`src/rtl/router_input_port.sv`:
```
// rtl/router_input_port.sv - mesh router ingress: flit FIFO, XY route compute, output request/hold FSM
// One instance per input channel; holds one output port from head flit until the TLAST flit leaves.
module router_input_port #(
  parameter int DATA_WIDTH     = 32,
  parameter int DEST_WIDTH     = 4,
  parameter int CHANNEL_NUMBER = 5,
  parameter int MAX_ROUTERS_X  = 4,
  parameter int MAX_ROUTERS_Y  = 4,
  parameter int FIFO_DEPTH     = 8,
  parameter int router_X       = 0,
  parameter int router_Y       = 0
) (
  input  logic                          clk,
  input  logic                          rst_n,
  input  logic                          s_tvalid,
  output logic                          s_tready,
  input  logic [DATA_WIDTH-1:0]         s_tdata,
  input  logic                          s_tlast,
  input  logic [DEST_WIDTH-1:0]         s_tdest,
  output logic [CHANNEL_NUMBER-1:0]     route_req,
  input  logic                          route_gnt,
  output logic                          m_tvalid,
  input  logic                          m_tready,
  output logic [DATA_WIDTH-1:0]         m_tdata,
  output logic                          m_tlast,
  output logic [DEST_WIDTH-1:0]         m_tdest,
  output logic [$clog2(FIFO_DEPTH):0]   fifo_count
);

  localparam int X_W     = $clog2(MAX_ROUTERS_X);
  localparam int Y_W     = $clog2(MAX_ROUTERS_Y);
  localparam int AW      = $clog2(FIFO_DEPTH);
  localparam int CW      = AW + 1;
  localparam int FW      = DATA_WIDTH + DEST_WIDTH + 1;
  localparam int P_LOCAL = 0;
  localparam int P_NORTH = 1;
  localparam int P_SOUTH = 2;
  localparam int P_WEST  = 3;
  localparam int P_EAST  = 4;
  localparam logic [X_W-1:0] L_RX = X_W'(router_X);
  localparam logic [Y_W-1:0] L_RY = Y_W'(router_Y);

  typedef enum logic [1:0] {
    ST_IDLE = 2'd0,
    ST_REQ  = 2'd1,
    ST_XFER = 2'd2
  } state_t;

  logic [FW-1:0]             r_mem [FIFO_DEPTH];
  logic [AW-1:0]             r_wr_ptr;
  logic [AW-1:0]             r_rd_ptr;
  logic [CW-1:0]             r_count;
  state_t                    r_state;
  logic [CHANNEL_NUMBER-1:0] r_route;

  state_t                    w_state_nxt;
  logic [FW-1:0]             w_head;
  logic                      w_empty;
  logic                      w_push;
  logic                      w_pop;
  logic                      w_latch;
  logic [X_W-1:0]            w_dx;
  logic [Y_W-1:0]            w_dy;
  logic [CHANNEL_NUMBER-1:0] w_route;

  assign w_head     = r_mem[r_rd_ptr];
  assign m_tdata    = w_head[DATA_WIDTH-1:0];
  assign m_tdest    = w_head[DATA_WIDTH +: DEST_WIDTH];
  assign m_tlast    = w_head[FW-1];
  assign w_empty    = (r_count == '0);
  // Ready comes from the registered count only, so a full FIFO stalls even on a pop cycle.
  assign s_tready   = (r_count != CW'(FIFO_DEPTH));
  assign w_push     = s_tvalid && s_tready;
  assign fifo_count = r_count;

  assign w_dx = m_tdest[X_W-1:0];
  assign w_dy = m_tdest[X_W+Y_W-1:X_W];

  always_comb begin
    w_route = '0;
    if (w_dx > L_RX)      w_route[P_EAST]  = 1'b1;
    else if (w_dx < L_RX) w_route[P_WEST]  = 1'b1;
    else if (w_dy > L_RY) w_route[P_SOUTH] = 1'b1;
    else if (w_dy < L_RY) w_route[P_NORTH] = 1'b1;
    else                  w_route[P_LOCAL] = 1'b1;
  end

  always_comb begin
    w_state_nxt = r_state;
    w_latch     = 1'b0;
    w_pop       = 1'b0;
    route_req   = '0;
    m_tvalid    = 1'b0;
    case (r_state)
      ST_IDLE: begin
        if (!w_empty) begin
          w_latch     = 1'b1;
          w_state_nxt = ST_REQ;
        end
      end
      ST_REQ: begin
        route_req = r_route;
        if (route_gnt) w_state_nxt = ST_XFER;
      end
      ST_XFER: begin
        // An empty FIFO mid-packet is a bubble: the output stays claimed.
        route_req = r_route;
        m_tvalid  = !w_empty;
        w_pop     = m_tvalid && m_tready;
        if (w_pop && m_tlast) w_state_nxt = ST_IDLE;
      end
      default: w_state_nxt = ST_IDLE;
    endcase
  end

  always_ff @(posedge clk or negedge rst_n) begin
    if (!rst_n) begin
      r_state <= ST_IDLE;
      r_route <= '0;
    end else begin
      r_state <= w_state_nxt;
      if (w_latch) r_route <= w_route;
    end
  end

  always_ff @(posedge clk or negedge rst_n) begin
    if (!rst_n) begin
      r_wr_ptr <= '0;
      r_rd_ptr <= '0;
      r_count  <= '0;
    end else begin
      if (w_push) r_wr_ptr <= r_wr_ptr + AW'(1);
      if (w_pop)  r_rd_ptr <= r_rd_ptr + AW'(1);
      case ({w_push, w_pop})
        2'b10:   r_count <= r_count + CW'(1);
        2'b01:   r_count <= r_count - CW'(1);
        default: r_count <= r_count;
      endcase
    end
  end

  always_ff @(posedge clk) begin
    if (w_push) r_mem[r_wr_ptr] <= {s_tlast, s_tdest, s_tdata};
  end

endmodule

```
`config.mk`:
```
export PLATFORM = sky130hd
export DESIGN_NAME = router_input_port
export DESIGN_NICKNAME = d
export VERILOG_FILES = /design/src/rtl/router_input_port.sv
export SDC_FILE = /design/constraint.sdc
export NUM_CORES = 1
export LEC_CHECK = 0
export BUFFER_PORTS_ARGS = -buffer_cell sky130_fd_sc_hd__buf_2
export CORE_ASPECT_RATIO = 0.9
export CORE_MARGIN = 2
export CORE_UTILIZATION = 40
export CTS_CLUSTER_DIAMETER = 200
export DETAILED_ROUTE_END_ITERATION = 8
export SYNTH_ARGS = -nofsm -noshare
export SYNTH_HDL_FRONTEND = slang
export SYNTH_SLANG_ARGS = --single-unit
```
`constraint.sdc`:
```
create_clock -name clk -period 5.9 [get_ports clk]
set_clock_uncertainty 0.15 [all_clocks]
set_input_delay 1.475 -clock clk [delete_from_list [all_inputs] [get_ports clk]]
set_output_delay 1.475 -clock clk [all_outputs]
set_load 0.005 [all_outputs]
```
* Yosys cells after proc, flatten, opt, wreduce, memory -nomap -nowiden *
Memory sizes are Yosys's and may differ from the RTL's.
Index checks and enable logic that the tools add are counted.

storage, ports and cells
  memory bits (writable) = 296
  memories = 1
  logic and storage cells = 51
  register bits = 17

cells by class
  reductions and logical operators = 9
  magnitude comparators = 4
  muxes and demuxes = 20
  $add $sub $neg = 4
  equality and inequality tests = 8

memory list
  name   words  bits a word  read ports  clocked after Yosys merged registers in  write ports  RTL line  text
  r_mem  8      37           1           0                                        1            49        logic [FW-1:0] r_mem [FIFO_DEPTH];

operators with widths
  cell                                                        number
  two-way mux 1 bit                                           11
  two-way mux 2 bit                                           4
  one-hot mux 4 bit (2 select lines)                          1
  adder 3 x 1 -> 3 bit, second input constant                 2
  != test 2 bit, second input constant                        3
  one-hot mux 2 bit (3 select lines)                          1
  two-way mux 5 bit                                           1
  adder 4 x 1 -> 4 bit, second input constant                 1
  equality test 2 x 1 -> 1 bit, second input constant         2
  equality test 2 bit, second input constant                  2
  > comparator 2 x 1 -> 1 bit, second input constant          2
  zero test 4 bit                                             1
  less-than comparator 2 x 1 -> 1 bit, second input constant  2
  two-way mux 4 bit                                           1
  != test 4 bit, second input constant                        1
  subtractor 4 x 1 -> 4 bit, second input constant            1
  logical AND 1 bit                                           3
  two-way mux 3 bit                                           1
  AND reduction 3 bit                                         1
  zero test 2 bit                                             1
  nonzero test 2 bit                                          1
  OR reduction 2 bit                                          1
  zero test 1 bit                                             1

* Depth between registers and ports, before layout *
Gate-level depths: netlist of the first run.

  depth after elaboration = 6
  mapped depth = 11
  mapped depth without buffers = 10

* Least setup slack after synthesis of the first run *
No wires, ideal clock.

  path kind = in2reg
  from = input s_tvalid
  to = memory r_mem[0][0] (netlist bit), enable pin
  path buffers = 0
  data required time = 5.226 ns
  library setup time = 0.524 ns
  data arrival time = 5.195 ns
  stages on the path = 2
  path slack = 0.031 ns
  cells stage by stage = nand2_1 -> nor4_1

between the ends
  cells in the longest elaborated chain, start to end = 3

RTL lines
  item                                     RTL line  text
  start, declared                          15        input logic s_tvalid,
  logical AND 1 bit                        73        assign w_push = s_tvalid && s_tready;
  two-way mux 1 bit                        143       if (w_push) r_mem[r_wr_ptr] <= {s_tlast, s_tdest, s_tdata};
  two-way mux 1 bit (implied by the code)  143
  end, declared                            49

Every way passes these cells.

* Worst setup path in the final report of the first run *
  from = register r_rd_ptr[0]
  to = output m_tdata[23]

between the ends
  cells in the longest elaborated chain, start to end = 1

RTL lines
  item                      RTL line  text
  start, declared           51        logic [AW-1:0] r_rd_ptr;
  start signal, assigned    133       if (w_pop) r_rd_ptr <= r_rd_ptr + AW'(1);
  memory read (8 x 37 bit)  n/a
  end, declared             24        output logic [DATA_WIDTH-1:0] m_tdata,

Every way passes these cells.

==> flow_summary.json, run 1 <==
{
  "drt-total-wl_microns": 24900,
  "htree_levels": 1,
  "dieArea_sq_um": 32100,
  "clock.fmax_mhz": 219,
  "setup_viol": 0,
  "async_flop_share": 0.0482,
  "synth_edf_count": 296,
  "synth_compound_area_frac": 0.00948,
  "start_util": 0.409,
  "crit_chain": "buf_12 -> mux4_2 -> mux2_2 -> buf_2",
  "cp_slowest_stage_delay_ps": 1090,
  "slew_headroom": 0.299,
  "powerDensity_nw_per_um2": 483,
  "synth_top_family_by_area": "multiplexers",
  "worstMarginPinSlew_ps": 1050,
  "rsz0062_at_grt": "no",
  "p_leak_uw": 0.00471,
  "cp.arrival_ps": 2940,
  "ys_seq_area_frac": 0.755,
  "cts_buffers": 31,
  "nets": 717,
  "post_drt_wl_per_cell_microns": 22.7,
  "syn-cell-area_sq_um": 12300,
  "stdcell_area_sq_um": 14200,
  "synth_common_cells": "edfxtp_1, mux4_2, mux2_2",
  "period_share": 0.773,
  "vias_per_cell": 5.27,
  "ant_nets": 0,
  "clk_pin_slew_worst_paths_ps": 60,
  "fin_crit_ps": 4560,
  "core_sq_um": 30000,
  "timing.setup.tns_ps": 0,
  "synth_area_leaders": "edfxtp_1, mux4_2, mux2_2",
  "cts_hold_buffers": 0,
  "yosys-mux-area-fraction": 0.182,
  "synthXorXnorAreaFrac": 0.00642,
  "synthFlopType": "edfxtp_1",
  "synth_top_area_share": 0.724,
  "cts_tree": "built",
  "cts_root_buf": "clkbuf_16",
  "ir_drop_uv": 269,
  "synth_top_area_cell": "edfxtp_1",
  "status": "finished, final reports clean",
  "area_growth_pct": 15.7,
  "grt_pass1_wl_microns": 37900,
  "antenna_found_initial": 6,
  "ys_warn_count": 0,
  "clock-sinks": 311,
  "hold_viol_final": 0,
  "fp.dieH_microns": 170,
  "crit_buf_inv": 2,
  "first_iter_violations": 491,
  "gp_congestion": 0.739,
  "cp_max_fo": 50,
  "io_buffers": 87,
  "synthSimpleGateAreaFrac": 0.0231,
  "synthMostInstantiatedCell": "edfxtp_1",
  "start_kind": "flop",
  "num_rows": 60,
  "grt_usage": 0.158,
  "avgSynthCellArea_sq_um": 22.1,
  "clk_path_buf_depth": 3,
  "drc": 0,
  "ioPinCount": 90,
  "yosys_register_bits": 311,
  "grt_start_max_net_pins": 66,
  "cts_resized": 0,
  "syn_inst": 555,
  "dr.pass1.iters": 4,
  "maxCapViolCount": 0,
  "maxSlewViolCount": 0,
  "path_class": "flop to output pin",
  "worstPathRequired_ps": 4280,
  "layout-drive-gt1-share": 0.406,
  "post_cts_buffers": 0,
  "die_x_microns": 189,
  "grt_pass1_vias": 6231,
  "overflow": 0,
  "synth_cell_types": 39,
  "hp-class": "flop to flop",
  "critPathCaptureType": "output pin",
  "placed_area_sq_um": 13300,
  "worstSkewPairLatency_ps": 550,
  "dp.final_hpwl_microns": 14600,
  "crit_slowest_cell": "dfrtp_4",
  "yosys.area_share.adder": 0.0102,
  "crit_family": "flip-flops",
  "vias": 5770
}
per-stage QoR:
stage | setup WS [ps] | util | hold slack (ps) | std cells | total power, uW
2_1_floorplan | 31.4 | - | 292 | 556 | 4400
3_3_place_gp | 1850 | 0.441 | 316 | 1035 | 5070
3_5_place_dp | 1810 | 0.441 | 333 | 1035 | 5130
4_1_cts | 1200 | 0.473 | 346 | 1092 | 6970
5_1_grt | 1090 | 0.473 | 375 | 1092 | 7210
6_report | 1340 | 0.473 | 341 | 1095 | 6850
cells by family after synthesis:
logic type / after synthesis
mux: 119
simple gates: 58
flops: 311
xor+xnor: 9
compound gates: 15
other cells: 1
fa+ha+maj: 10
buf+inv: 32
worst reg2reg max path, cell delays in order (launching register included):
cell	delay, ps
dfrtp_1	550
nor3_1	90
nand2_1	220
nand3_1	350
nor2_4	850
buf_4	420
layout make-up:
cell class	count	area, sq um
Clock inverter	16	106
Multi-Input combinational cell	213	2890
Inverter	5	18.8
Clock buffer	41	833
Sequential cell	311	9270
Tap cell	403	504
Antenna cell	3	7.51
Fill cell	2499	15800
Timing Repair Buffer	103	568
worst paths after layout:
path	start	end	slack [ps]	cells past startpoint
worst max-delay path	r_rd_ptr[0]	m_tdata[23]	1340	4
worst min-delay path	r_route[4]	r_route[4]	340	2
worst max register to register	fifo_count[1]	r_mem[7][5]	2940	5
worst min register to register	r_route[4]	r_route[4]	340	2
max in group asynchronous	rst_n	r_rd_ptr[1]	4620	1
min in group asynchronous	rst_n	fifo_count[3]	680	1
registers in the layout, indices dropped and copies added (netlist names):
name        count
r_rd_ptr        3
r_mem         296
r_state         2
fifo_count      4
r_wr_ptr        3
r_route         3
power breakdown:
| group | total [uW] | switching [uW] | internal, uW |
|---|---|---|---|
| logic | 1880 | 842 | 1040 |
| clock network | 1820 | 785 | 1030 |
| registers | 3160 | 369 | 2790 |
| total | 6850 | 2000 | 4860 |
per-layer routing:
metal  track usage  vias up  wire [microns]  share of wire
li1              -     2529               -              -
met1         0.214     3037           10700           0.43
met2         0.259      155           11900           0.48
met3        0.0353       43            1730          0.069
met4        0.0431        6             503          0.020
met5             0        -              36         0.0014
cell usage in the layout (no fill, tap or decap), types with 3 or more instances in the layout:
cell type    n
and2_1       5
nand3_1      3
inv_1        5
xnor2_1      4
nor3_2       4
mux2_2      39
mux4_2      77
buf_2       87
dfrtp_1     12
nand2_1     12
clkinv_2     9
diode_2      3
clkbuf_16   31
xor2_1       5
clkbuf_1     8
nor4_1       3
nor2_1      18
buf_4       15
nor2_4       3
clkinv_1     4
edfxtp_1   296
ha_1        10
No activity file was read; power rests on OpenSTA's default activity.
==> inputs of run 2 (changes only) <==
Clock period 5.9 ns to 3.85 ns, I/O delays scaled along.
==> run 2 against run 1 <==
Cell count is 0.64% lower. Highest routed layer unchanged. Flip-flop and latch count unchanged. Critical path depth is the same. First-iteration DRC count is 14% lower. Register-to-register slack lost 1900 ps. Setup slack lost 1200 ps. Non-clock buffer count is 1 lower. Die area is the same. Wire length is 2.7% lower. Via count fell by 0.43%.
==> flow_summary.json, run 2 (same netlist as run 1, synthesis figures left out) <==
{
  "setup_slack_ps": 177,
  "timing.setup.tns_ps": 0,
  "powerDensity_nw_per_um2": 743,
  "grt_start_max_net_pins": 43,
  "fp.dieH_microns": 170,
  "internal_power_uw": 7570,
  "start_kind": "flop",
  "reg2reg_slack_ps": 1040,
  "crit_chain": "buf_4 -> mux4_2 -> mux2_2 -> buf_2",
  "r2r_start": "fifo_count[1]",
  "nets": 715,
  "critPathCaptureType": "output pin",
  "layout-drive-gt1-share": 0.405,
  "maxSlewViolCount": 0,
  "crit_slowest_cell": "dfrtp_4",
  "overflow": 0,
  "htree_levels": 1,
  "drc": 0,
  "dp_slack_ps": 693,
  "clock.fmax_mhz": 272,
  "start_util": 0.409,
  "setup_viol": 0,
  "post_drt_wl_per_cell_microns": 22.2,
  "worstSkewPairLatency_ps": 540,
  "post_cts_buffers": 0,
  "antenna_found_initial": 2,
  "core_sq_um": 30000,
  "rsz0062_at_grt": "no",
  "comb_power_share": 0.295,
  "cts_tree": "built",
  "status": "finished, final reports clean",
  "p_sw_frac": 0.285,
  "dp.final_hpwl_microns": 13600,
  "cts_resized": 0,
  "cp_slowest_stage_delay_ps": 860,
  "p_leak_uw": 0.00472,
  "largest_register_ffs": 296,
  "clock-sinks": 311,
  "holdWs_ps": 181,
  "vias": 5745,
  "dr.pass1.iters": 4,
  "io_buffers": 87,
  "worstMarginPinSlew_ps": 781,
  "worstPathRequired_ps": 2740,
  "timing.rr.end": "fifo_count[2]",
  "clk_path_buf_depth": 3,
  "hp-class": "primary input to asynchronous set/reset pin",
  "drt-total-wl_microns": 24200,
  "die_x_microns": 189,
  "area_growth_pct": 16.1,
  "power_switching_uw": 3020,
  "cp.arrival_ps": 2560,
  "grt_pass1_wl_microns": 36600,
  "ir_drop_uv": 468,
  "cts_buffers": 30,
  "placed_area_sq_um": 13300,
  "maxCapViolCount": 0,
  "ioPinCount": 90,
  "p_clk_frac": 0.268,
  "rr_worst_depth": 9,
  "clk_pin_slew_worst_paths_ps": 60,
  "hold_viol_final": 0,
  "final_cell_mix": "edfxtp_1, buf_2, mux4_2",
  "crit_buf_inv": 2,
  "gp_congestion": 0.702,
  "dieArea_sq_um": 32100,
  "crit_family": "flip-flops",
  "layout_commonest_cell": "edfxtp_1",
  "cts_hold_buffers": 0,
  "p_seq_frac": 0.438,
  "ant_nets": 0,
  "path_class": "flop to output pin",
  "num_rows": 60,
  "period_share": 0.954,
  "vias_per_cell": 5.28,
  "grt_pass1_vias": 6111,
  "post-route-util": 0.475,
  "fin_crit_ps": 3670,
  "top_register": "r_mem",
  "grt_usage": 0.152,
  "cp_max_fo": 42,
  "stdcell_area_sq_um": 14200,
  "slew_headroom": 0.472,
  "first_iter_violations": 422,
  "cts_root_buf": "clkbuf_16"
}
-- run 2: worst max-delay path by stage --
stage,slack [ps],cells after the start,end,from
2_1_floorplan,-530,2,r_mem[2][0],s_tvalid
5_1_grt,50,4,m_tdata[2],r_rd_ptr[1]
6_report,180,4,m_tdata[2],r_rd_ptr[1]
3_3_place_gp,730,4,m_tdata[30],r_rd_ptr[1]
4_1_cts,110,4,m_tdata[16],r_rd_ptr[1]
3_5_place_dp,690,4,m_tdata[16],r_rd_ptr[1]
-- run 2: metrics by stage --
stage / std cells / power [uW]
2_1_floorplan: 556 / 6740
3_3_place_gp: 1034 / 7810
3_5_place_dp: 1034 / 7920
4_1_cts: 1087 / 10800
5_1_grt: 1087 / 11100
6_report: 1088 / 10600
-- run 2: final cells by class --
cell class              count  area, sq um
fillers                  2492        15800
flip-flops and latches    311         9270
diodes                      1         2.50
repair buffers            102          586
clock buffers              39          805
inverters                   5         18.8
well taps                 403          504
multi-input cells         213         2910
clock inverters            14          155
-- run 2: metal layers --
metal	vias up	share of wire	routed length, microns	global-route usage
met5	-	0.00054	13	0
met4	2	0.015	354	0.0299
met3	30	0.061	1470	0.0305
met2	163	0.49	11800	0.261
met1	3024	0.44	10600	0.204
li1	2526	-	-	-
-- run 2: power by group through the flow --
stage | sequential, uW | clock (uW) | combinational [uW]
5_1_grt | 4690 | 3040 | 3400
3_5_place_dp | 4710 | 0 | 3200
6_report | 4630 | 2830 | 3120
2_1_floorplan | 4500 | 0 | 2240
3_3_place_gp | 4670 | 0 | 3150
4_1_cts | 4640 | 2910 | 3220
==> inputs of run 3 (changes only) <==
Settings changed: CELL_PAD_IN_SITES_DETAIL_PLACEMENT set to 0, CELL_PAD_IN_SITES_GLOBAL_PLACEMENT set to 2, PLACE_DENSITY_LB_ADDON set to 0.1.
==> run 3 against run 2 <==
Via count grew 1.2%. Highest routed layer unchanged. Register-to-register slack is essentially flat. Flip-flop and latch count is the same. Setup slack gained 110 ps. Largest cell class unchanged. Cell area grew 2.1%. Wire length grew 4.1%. Critical endpoint unchanged. Critical path depth is the same.
==> flow_summary.json, run 3 (same netlist as run 1, synthesis figures left out) <==
{
  "clk_path_buf_depth": 3,
  "htree_levels": 2,
  "final_cell_mix": "edfxtp_1, buf_2, mux4_2",
  "placed_area_sq_um": 13400,
  "layout-drive-gt1-share": 0.425,
  "cts_tree": "built",
  "clk_pin_slew_worst_paths_ps": 60,
  "area_growth_pct": 18.5,
  "grt_pass1_wl_microns": 38600,
  "fin_crit_ps": 3560,
  "drt-total-wl_microns": 25200,
  "core_sq_um": 30000,
  "crit_start": "r_rd_ptr[1]",
  "cts_buffers": 36,
  "ir_drop_uv": 368,
  "hp-class": "primary input to asynchronous set/reset pin",
  "setup_viol": 0,
  "grt_pass1_vias": 6353,
  "r2r_start": "fifo_count[1]",
  "cp.arrival_ps": 2450,
  "cts_root_buf": "clkbuf_16",
  "slew_headroom": 0.402,
  "worstMarginPinSlew_ps": 885,
  "worstSkewPairLatency_ps": 510,
  "nets": 731,
  "post_drt_wl_per_cell_microns": 22.7,
  "vias_per_cell": 5.24,
  "start_kind": "flop",
  "drc": 0,
  "first_iter_violations": 583,
  "worstPathRequired_ps": 2740,
  "dieArea_sq_um": 32100,
  "holdWs_ps": 229,
  "top_register": "r_mem",
  "path_class": "flop to output pin",
  "grt_start_max_net_pins": 33,
  "clock.fmax_mhz": 281,
  "dp.final_hpwl_microns": 15000,
  "num_rows": 60,
  "status": "finished, final reports clean",
  "maxSlewViolCount": 0,
  "layout_commonest_cell": "edfxtp_1",
  "period_share": 0.925,
  "clock-sinks": 311,
  "dp_slack_ps": 797,
  "overflow": 0,
  "largest_register_ffs": 296,
  "gp_congestion": 0.724,
  "stdcell_area_sq_um": 14500,
  "p_leak_uw": 0.00488,
  "die_x_microns": 189,
  "grt_usage": 0.162,
  "io_buffers": 87,
  "dr.pass1.iters": 4,
  "maxCapViolCount": 0,
  "instances_no_fill": 1110,
  "timing.setup.tns_ps": 0,
  "ioPinCount": 90,
  "setup_slack_ps": 288,
  "hold_viol_final": 0,
  "cts_hold_buffers": 0,
  "powerDensity_nw_per_um2": 764,
  "cts_resized": 0,
  "placed_cells": 1044,
  "post_cts_buffers": 0,
  "antenna_found_initial": 2,
  "vias": 5814,
  "ant_nets": 0,
  "critPathCaptureType": "output pin",
  "rsz0062_at_grt": "no",
  "cp_max_fo": 32,
  "fp.dieH_microns": 170,
  "start_util": 0.409
}
-- run 3: cell count changes in the layout (fill, tap and decap cells not counted) --
cell,delta
clkbuf_1,-1
clkinv_4,+3
clkbuf_16,+8
buf_4,+10
clkinv_2,+2
clkinvlp_4,+2
clkbuf_8,-2
-- run 3: metrics by stage --
step                       util  power [uW]
final                     0.484       11100
after global placement    0.445        7900
after detailed placement  0.445        7960
after global routing      0.484       11700
after floorplan               -        6740
after CTS                 0.484       11300
-- run 3: power breakdown --
part	internal, uW	total [uW]	leakage (uW)	switching (uW)
Combinational	1650	3130	0.00144	1480
Sequential	4280	4670	0.00286	390
Clock	2010	3310	0.000573	1300
-- run 3: worst paths after layout --
path	end	slack, ps	cells after the start
max	m_tdata[2]	290	4
min	r_rd_ptr[1]	230	1
max reg2reg	fifo_count[2]	1050	9
min reg2reg	r_route[4]	340	2
max in group asynchronous	r_rd_ptr[0]	2980	1
min in group clk	r_route[4]	340	2
-- run 3: per-layer routing --
layer / vias up / global-route usage / part of all wire
met5: - / 0 / 0.00064
li1: 2572 / - / -
met2: 140 / 0.274 / 0.49
met1: 3065 / 0.213 / 0.43
met4: 2 / 0.0435 / 0.018
met3: 35 / 0.0344 / 0.055
-- run 3: worst max-delay path, cell delays in order, from the launching register on --
cell and delay (ps):
dfrtp_4 790, buf_4 350, mux4_2 320, mux2_2 320, buf_2 150
-- run 3: area by class of cell --
cell class                      instances  area [sq um]
Antenna cell                            1          2.50
Sequential cell                       311          9270
Fill cell                            2505         15500
Multi-Input combinational cell        213          2910
Timing Repair Buffer                  112           661
Tap cell                              403           504
Clock inverter                         21           206
Inverter                                5          18.8
Clock buffer                           44           973
